--- src/rtl/div_pkg.sv ---
// Shared constants and state encoding for the sequential restoring divider.
package div_pkg;

  localparam int DIV_WIDTH = 8;
  localparam int CNT_W     = 3;
  localparam logic [CNT_W-1:0] CNT_LAST = 3'd7;

  typedef enum logic [1:0] {
    IDLE = 2'd0,
    RUN  = 2'd1,
    DONE = 2'd2
  } state_t;

endpackage

--- src/rtl/full_sub_9_bit.sv ---
// Combinational 9-bit ripple-borrow subtractor built from one-bit full-subtractor slices.
module full_sub_9_bit (
  input  logic [8:0] a,
  input  logic [8:0] b,
  output logic [8:0] diff,
  output logic       borrow_out
);

  logic [9:0] bw;

  assign bw[0] = 1'b0;

  for (genvar i = 0; i < 9; i++) begin : g_slice
    assign diff[i]  = a[i] ^ b[i] ^ bw[i];
    assign bw[i+1]  = (~a[i] & b[i]) | (~(a[i] ^ b[i]) & bw[i]);
  end

  assign borrow_out = bw[9];

endmodule

--- src/rtl/div_8_bit_seq.sv ---
// Sequential 8-bit unsigned restoring divider, one subtract-and-restore step per cycle.
// Define DIV_BY_ZERO_CHK_EN to short-circuit a zero divisor straight to DONE with err set.
module div_8_bit_seq
  import div_pkg::*;
#(
  parameter int WIDTH = DIV_WIDTH
) (
  input  logic             clk,
  input  logic             reset,
  input  logic             start,
  input  logic [WIDTH-1:0] dividend,
  input  logic [WIDTH-1:0] divisor,
  output logic             busy,
  output logic             done,
  output logic [WIDTH-1:0] quotient,
  output logic [WIDTH-1:0] remainder,
  output logic             err
);

  state_t           state, next_state;
  logic [CNT_W-1:0] cnt;
  logic [WIDTH:0]   rem_r;
  logic [WIDTH-1:0] quo_r;
  logic [WIDTH-1:0] dvsr;

  logic [WIDTH:0]   shifted;
  logic [WIDTH:0]   diff;
  logic             borrow;
  logic [WIDTH:0]   r_next;
  logic [WIDTH-1:0] q_next;
  logic             last_step;
  logic             unused_bits;

  // Shift the next dividend bit into the partial remainder, then trial-subtract.
  assign shifted = {rem_r[WIDTH-1:0], quo_r[WIDTH-1]};

  full_sub_9_bit u_sub (
    .a          (shifted),
    .b          ({1'b0, dvsr}),
    .diff       (diff),
    .borrow_out (borrow)
  );

  assign r_next    = borrow ? shifted : diff;
  assign q_next    = {quo_r[WIDTH-2:0], ~borrow};
  assign last_step = (cnt == CNT_LAST);

  // The top remainder bit is always zero after a step; kept for the 9-bit algorithm width.
  assign unused_bits = ^{rem_r[WIDTH], diff[WIDTH]};

  assign busy = (state == RUN);
  assign done = (state == DONE);

`ifdef DIV_BY_ZERO_CHK_EN
  logic div_zero;
  logic err_r;
  assign div_zero = (divisor == '0);
  assign err      = err_r;
`else
  assign err = 1'b0;
`endif

  always_ff @(posedge clk or posedge reset) begin
    if (reset) begin
      state <= IDLE;
    end else begin
      state <= next_state;
    end
  end

  always_comb begin
    next_state = state;
    case (state)
      IDLE: begin
        if (start) begin
`ifdef DIV_BY_ZERO_CHK_EN
          next_state = div_zero ? DONE : RUN;
`else
          next_state = RUN;
`endif
        end
      end
      RUN: begin
        if (last_step) next_state = DONE;
      end
      DONE:    next_state = IDLE;
      default: next_state = IDLE;
    endcase
  end

  always_ff @(posedge clk or posedge reset) begin
    if (reset) begin
      cnt       <= '0;
      rem_r     <= '0;
      quo_r     <= '0;
      dvsr      <= '0;
      quotient  <= '0;
      remainder <= '0;
`ifdef DIV_BY_ZERO_CHK_EN
      err_r     <= 1'b0;
`endif
    end else begin
      case (state)
        IDLE: begin
          if (start) begin
            dvsr  <= divisor;
            rem_r <= '0;
            quo_r <= dividend;
            cnt   <= '0;
`ifdef DIV_BY_ZERO_CHK_EN
            if (div_zero) begin
              quotient  <= '1;
              remainder <= dividend;
              err_r     <= 1'b1;
            end
`endif
          end
        end
        RUN: begin
          rem_r <= r_next;
          quo_r <= q_next;
          cnt   <= cnt + CNT_W'(1);
          if (last_step) begin
            quotient  <= q_next;
            remainder <= r_next[WIDTH-1:0];
`ifdef DIV_BY_ZERO_CHK_EN
            err_r     <= 1'b0;
`endif
          end
        end
        default: ;
      endcase
    end
  end

endmodule

--- config.mk ---
export PLATFORM = sky130hd
export DESIGN_NAME = div_8_bit_seq
export DESIGN_NICKNAME = d
export VERILOG_FILES = /design/src/rtl/div_pkg.sv /design/src/rtl/full_sub_9_bit.sv /design/src/rtl/div_8_bit_seq.sv
export SDC_FILE = /design/constraint.sdc
export NUM_CORES = 1
export LEC_CHECK = 0
export BUFFER_PORTS_ARGS = -buffer_cell sky130_fd_sc_hd__buf_2
export CORE_MARGIN = 1.5
export CORE_UTILIZATION = 39
export DETAILED_ROUTE_END_ITERATION = 6
export SYNTH_ARGS = -nofsm -noshare
export SYNTH_HDL_FRONTEND = slang
export SYNTH_SLANG_ARGS = --single-unit
--- constraint.sdc ---
create_clock -name clk -period 4.02 [get_ports clk]
set_input_delay 0.804 -clock clk [delete_from_list [all_inputs] [get_ports clk]]
set_output_delay 0.804 -clock clk [all_outputs]
set_load 0.02 [all_outputs]
Word-level counts from Yosys, hierarchy flattened
Cells that the tools add are included.

Add/sub/neg operators: 1. Multipliers: 0. Div/mod/pow operators: 0. Order comparisons: 0. Equality and inequality tests: 5. Shift-type cells: 0. Multiplexer cells: 10. Bitwise gates (word level): 55. Reductions and logical operators: 6.

Operators with widths (number): $pmux 8 s2 (2); $mux 8 (3); $not 1->1 (17); $and 1x1->1 (16); $xor 1x1->1 (15); $reduce_and 2->1 (4); $or 1x1->1 (7); $pmux 3 s2 (1); $mux 2 (2); $pmux 2 s2 (1); $add 3x1->3 const B (1); $eq 3x3->1 const B (1); $mux 3 (1); $eq 2x1->1 const B (1); $eq 2x2->1 const B (1); $logic_not 2->1 (1); $ne 2x1->1 const B (1); $ne 2x2->1 const B (1); $reduce_bool 2->1 (1).

Register bits after elaboration: 45. Bits in latches: 0. Memory bits (writable): 0. Bits in read-only memories: 0. Input port bits: 19. Output and inout port bits: 19. Logic and storage cells: 84. Memories: 0.

Logic depth before layout (Yosys ltp)
Word-level depth: 19. Mapped depth: 15. Gate-level depth less buffers: 14.

Modules after synthesis
From an unflattened synthesis, not the netlist that was laid out.

Cell total of the unflattened synthesis: 193. Area total of the unflattened synthesis: 2204.6 sq um.

By module, submodules not included: div_8_bit_seq (times used 1, cells each 164, area each 1956.9 sq um); full_sub_9_bit (times used 1, cells each 29, area each 247.7 sq um).

Worst setup path after synthesis
Ideal clock, no wire load.

Kind: register -> register. Start point: register quo_r[7]. End point: register remainder[7]. Library setup time: 125 ps. Arrival: 3702 ps. Required time: 3895 ps. Slack: 194 ps. Cell stages (with the launch flop): 16. Period minus slack after synthesis: 3826 ps. Path through: dfrtp_1 inv_1 ha_1 inv_1 fa_1 fa_1 fa_1 fa_1 fa_1 fa_1 inv_1 fa_1 nor2b_1 buf_4 mux2i_1 mux2_2.

Cells in the longest elaborated chain, start to end: 18. Elaborated cells on any way between the ends: 19. Those cells by class: 1 x mux; 18 x bitwise.

Ends and longest elaborated chain: start: declaration (line div_8_bit_seq.sv:23) `logic [WIDTH-1:0] quo_r;`; start signal: assignment (line div_8_bit_seq.sv:108) `quo_r <= dividend;`; start signal: assignment (line div_8_bit_seq.sv:121) `quo_r <= q_next;`; $not 1->1 * (line full_sub_9_bit.sv:15) `assign bw[i+1] = (~a[i] & b[i]) | (~(a[i] ^ b[i]) & bw[i]);`; $and 1x1->1 * (2 in a row) (line full_sub_9_bit.sv:15); $or 1x1->1 * (line full_sub_9_bit.sv:15); $and 1x1->1 * (line full_sub_9_bit.sv:15); $or 1x1->1 * (line full_sub_9_bit.sv:15); $and 1x1->1 * (line full_sub_9_bit.sv:15); $or 1x1->1 * (line full_sub_9_bit.sv:15); $and 1x1->1 * (line full_sub_9_bit.sv:15); $or 1x1->1 * (line full_sub_9_bit.sv:15); $and 1x1->1 * (line full_sub_9_bit.sv:15); $or 1x1->1 * (line full_sub_9_bit.sv:15); $and 1x1->1 * (line full_sub_9_bit.sv:15); $or 1x1->1 * (line full_sub_9_bit.sv:15); $and 1x1->1 (line full_sub_9_bit.sv:15); $or 1x1->1 (line full_sub_9_bit.sv:15); $and 1x1->1 (line full_sub_9_bit.sv:15); $mux 8 * (line div_8_bit_seq.sv:44) `assign r_next = borrow ? shifted : diff;`; end signal: assignment (line div_8_bit_seq.sv:125) `remainder <= r_next[WIDTH-1:0];`; end: declaration (line div_8_bit_seq.sv:16) `output logic [WIDTH-1:0] remainder,`.

Every way passes the cells marked *; elsewhere a longest branch is shown, timed or not. A chain may end at the register's enable or synchronous reset.

Worst setup path in the final report
Start point: register quo_r[7]. End point: register rem_r[4].

Cells in the longest elaborated chain, start to end: 19. Elaborated cells on any way between the ends: 20. Those cells by class: 2 x mux; 18 x bitwise.

Ends and longest elaborated chain: $not 1->1 * (line full_sub_9_bit.sv:15); $and 1x1->1 * (2 in a row) (line full_sub_9_bit.sv:15); $or 1x1->1 * (line full_sub_9_bit.sv:15); $and 1x1->1 * (line full_sub_9_bit.sv:15); $or 1x1->1 * (line full_sub_9_bit.sv:15); $and 1x1->1 * (line full_sub_9_bit.sv:15); $or 1x1->1 * (line full_sub_9_bit.sv:15); $and 1x1->1 (line full_sub_9_bit.sv:15); [2 not listed]; $or 1x1->1 (line full_sub_9_bit.sv:15); $and 1x1->1 (line full_sub_9_bit.sv:15); $or 1x1->1 (line full_sub_9_bit.sv:15); $and 1x1->1 (line full_sub_9_bit.sv:15); $or 1x1->1 (line full_sub_9_bit.sv:15); $and 1x1->1 (line full_sub_9_bit.sv:15); $mux 8 * (line div_8_bit_seq.sv:44); $pmux 8 s2 * (line div_8_bit_seq.sv:103) `case (state)`; end signal: assignment (line div_8_bit_seq.sv:120) `rem_r <= r_next;`; end: declaration (line div_8_bit_seq.sv:22) `logic [WIDTH:0] rem_r;`.

Marks and branches as above.

==> qor.csv <==
metric;value;unit
avgViaCountPerCell;4.83;
critPathCaptureType;register;
final.setup.worst_slack;0.148;ns
yosysTopAreaCell;dfrtp_1;
globalplace.congestion;0.795;
path_common_cell;fa_2;
hold_viol_final;0;
post_synth_instance_area;0.00212;mm2
dominantRegCellSynth;dfrtp_1;
setup_tns;0;ns
rsz0062_at_grt;yes;
critPathLaunchType;register;
timing.critical_path.slowest_cell_delay;0.39;ns
drt_drc_violations_left;0;
critPathArrivalTime;4.02;ns
core_region_area;0.00517;mm2
initial_utilization;41.0;%
core.rowCount;26;
clock_latency;0.30;ns
areaGrowthSynthToFinish;19.6;%
tightestPinTransition;0.934;ns
synth_enable_flop_cells;0;
ctsRootBufferMaster;clkbuf_8;
synthDistinctLibCells;28;
synth_seq_cells;45;
power.density_cell_area;998;mW/mm2
tritoncts;yes;
io_pins;38;
drive_above_1_share;39.3;%
antenna-diode-count;0;
synth.cells.most_frequent;dfrtp_1 (45), nand2_1 (28), mux2_2 (17), o21ai_0 (17), inv_1 (13);
relSlewSlack;37.6;%
globalRouteOverflowTotal;0;
grt_first_pass_wirelength;6810;um
synthesis.instances;183;
dieArea;0.00589;mm2
ys_warn_count;0;
dp_worst_setup_slack;-0.0750;ns
finalCriticalPeriod;3.87;ns
yosys.area.top_type_share;53.1;%
antenna_violating_nets_post_route;0;
groute.usage.overall;15.0;%
cts.sinks;45;
drt_pass1_iterations;4;
leakagePower;0.00119;uW
postPlaceCellArea;0.00233;mm2
syn_nets;212;
drt-total-wl;3930;um
post_drt_wl_per_cell;13.6;um
layout_worst_path_cycle_share;96.3;%
layout.nets;247;
achievable-frequency;258;MHz
clk_pin_slew;0.09;ns
seq_area_frac_synth;53.1;%
critPathSlowestCell;dfrtp_1;
postSynth.asyncResetShare;100;%
drv_slew;0;
cts-buffers-inserted;5;
post_synth_main_area_contributors;dfrtp_1 (53%), mux2_2 (9.0%), fa_1 (6.6%);
die_height;76.8;um
cts_buffer_depth;2;
ir_worst_vdd;356;uV
setup_viol_count_final;0;
yosysMostFrequentCell;dfrtp_1;
crit_chain;inv_2, ha_4, inv_1, fa_2, fa_2, fa_2, fa_2, fa_2, fa_2, inv_2, fa_2, nor2b_4, buf_8, mux2i_2, o22ai_1;
total_power;2530;uW
cts_setup_buffers;0;
first_global_vias;1405;
min_path_type;register to register;
width_of_the_die;76.8;um
depth_of_the_cts_h_tree;2;
path_class;register to register;
hpwlAfterDp;2630;um
portBuffers;36;
maxCapViolCount;0;
fin_area;0.00254;mm2
grt_start_max_net_pins;46;
timing.critical_path.required;4.17;ns
synth.avg_cell_area;11.6;um2
final.setup_skew;0.0106;ns
grt_antenna_before_repair;0;
critPathMaxFanout;5;
result_of_the_run;complete, no violations;
drt_iter0_markers;79;
routed-via-count;1396;
-- sequential cells by signal (all words and copies together), names as in the netlist --
signal     flops
quo_r          8
state          2
cnt            3
rem_r          8
dvsr           8
remainder      8
quotient       8
-- final timing paths --
| path | startpoint | to | slack, ns | depth (start not counted) |
|---|---|---|---|---|
| max in group asynchronous | reset | quotient[7] | 2.73 | 2 |
| max | quo_r[7] | rem_r[4] | 0.15 | 15 |
| min reg2reg | remainder[2] | remainder[2] | 0.48 | 2 |
| max reg2reg | quo_r[7] | rem_r[4] | 0.15 | 15 |
| min | remainder[2] | remainder[2] | 0.48 | 2 |
| min in group asynchronous | reset | dvsr[0] | 0.71 | 2 |
-- power breakdown --
group | internal [uW] | total (uW) | switching [uW]
Sequential | 682 | 863 | 180
Combinational | 694 | 1380 | 687
Clock | 139 | 291 | 151
Total | 1520 | 2530 | 1020
-- final cells by class --
class	instances	area (um2)
tap	70	87.6
timing repair buffer	39	214
multi-input combinational	114	966
clock buffer	6	82.6
clock inverter	2	13.8
fill	481	2630
sequential	45	1130
inverter	13	48.8
-- layer usage --
layer	global-route usage (%)	wire length (um)	vias to the layer above	part of all wire (%)
met2	21.7	1780	37	45
met3	4.05	160	13	4.1
li1	-	-	689	-
met4	8.15	127	0	3.2
met5	0	0	-	0
met1	20.5	1860	657	47
-- placed cells by master, fill, tap and decap left out, types with 2 or more instances in the layout --
cell / synthesis / routed
a21oi_1: 5 / 5
a22oi_1: 4 / 4
and3b_1: 4 / 4
buf_2: 2 / 36
clkbuf_8: 0 / 6
dfrtp_1: 45 / 45
fa_2: 0 / 7
ha_1: 3 / 2
inv_1: 13 / 10
inv_2: 0 / 3
mux2_2: 17 / 17
mux2i_2: 0 / 3
mux2i_4: 0 / 3
nand2_1: 28 / 28
nand2b_1: 2 / 2
nor2b_4: 1 / 2
o21ai_0: 17 / 17
o21ai_1: 2 / 2
o21bai_1: 2 / 2
o22ai_1: 7 / 6
-- timing repair --
item                                    in CTS  in global routing
gates cloned                                 1                  0
gates resized for setup                     11                 17
hold buffers                                 0                  0
endpoints found under the setup margin      13                 17
pin swaps                                    0                  3
-- worst max-delay path, delay by kind of cell (launching register included) --
kind | cells | cell delay [ns]
muxes | 1 | 0.24
AOI/OAI and AO/OA | 1 | 0.10
buffers and inverters | 4 | 0.34
and+or+nand+nor | 1 | 0.18
DFF | 1 | 0.39
adders and majority gates | 8 | 2.45
-- per-stage QoR --
stage | utilization, % | cells | hold WS (ns)
after global placement | 45.1 | 280 | 0.463
final | 49.1 | 289 | 0.480
after CTS | 47.8 | 289 | 0.488
after detailed placement | 45.1 | 280 | 0.468
after global routing | 49.1 | 289 | 0.522
after floorplan | - | 183 | 0.450
-- cells by family after synthesis --
| family | Yosys count | share of synthesized area [%] |
|---|---|---|
| other | 1 | 0.177 |
| buffers and inverters | 24 | 5.78 |
| adders and majority gates | 10 | 8.37 |
| and+or+nand+nor | 40 | 9.49 |
| DFF | 45 | 53.1 |
| AOI/OAI and AO/OA | 39 | 10.8 |
| muxes | 24 | 12.3 |
No activity file was read; power rests on OpenSTA's default activity.
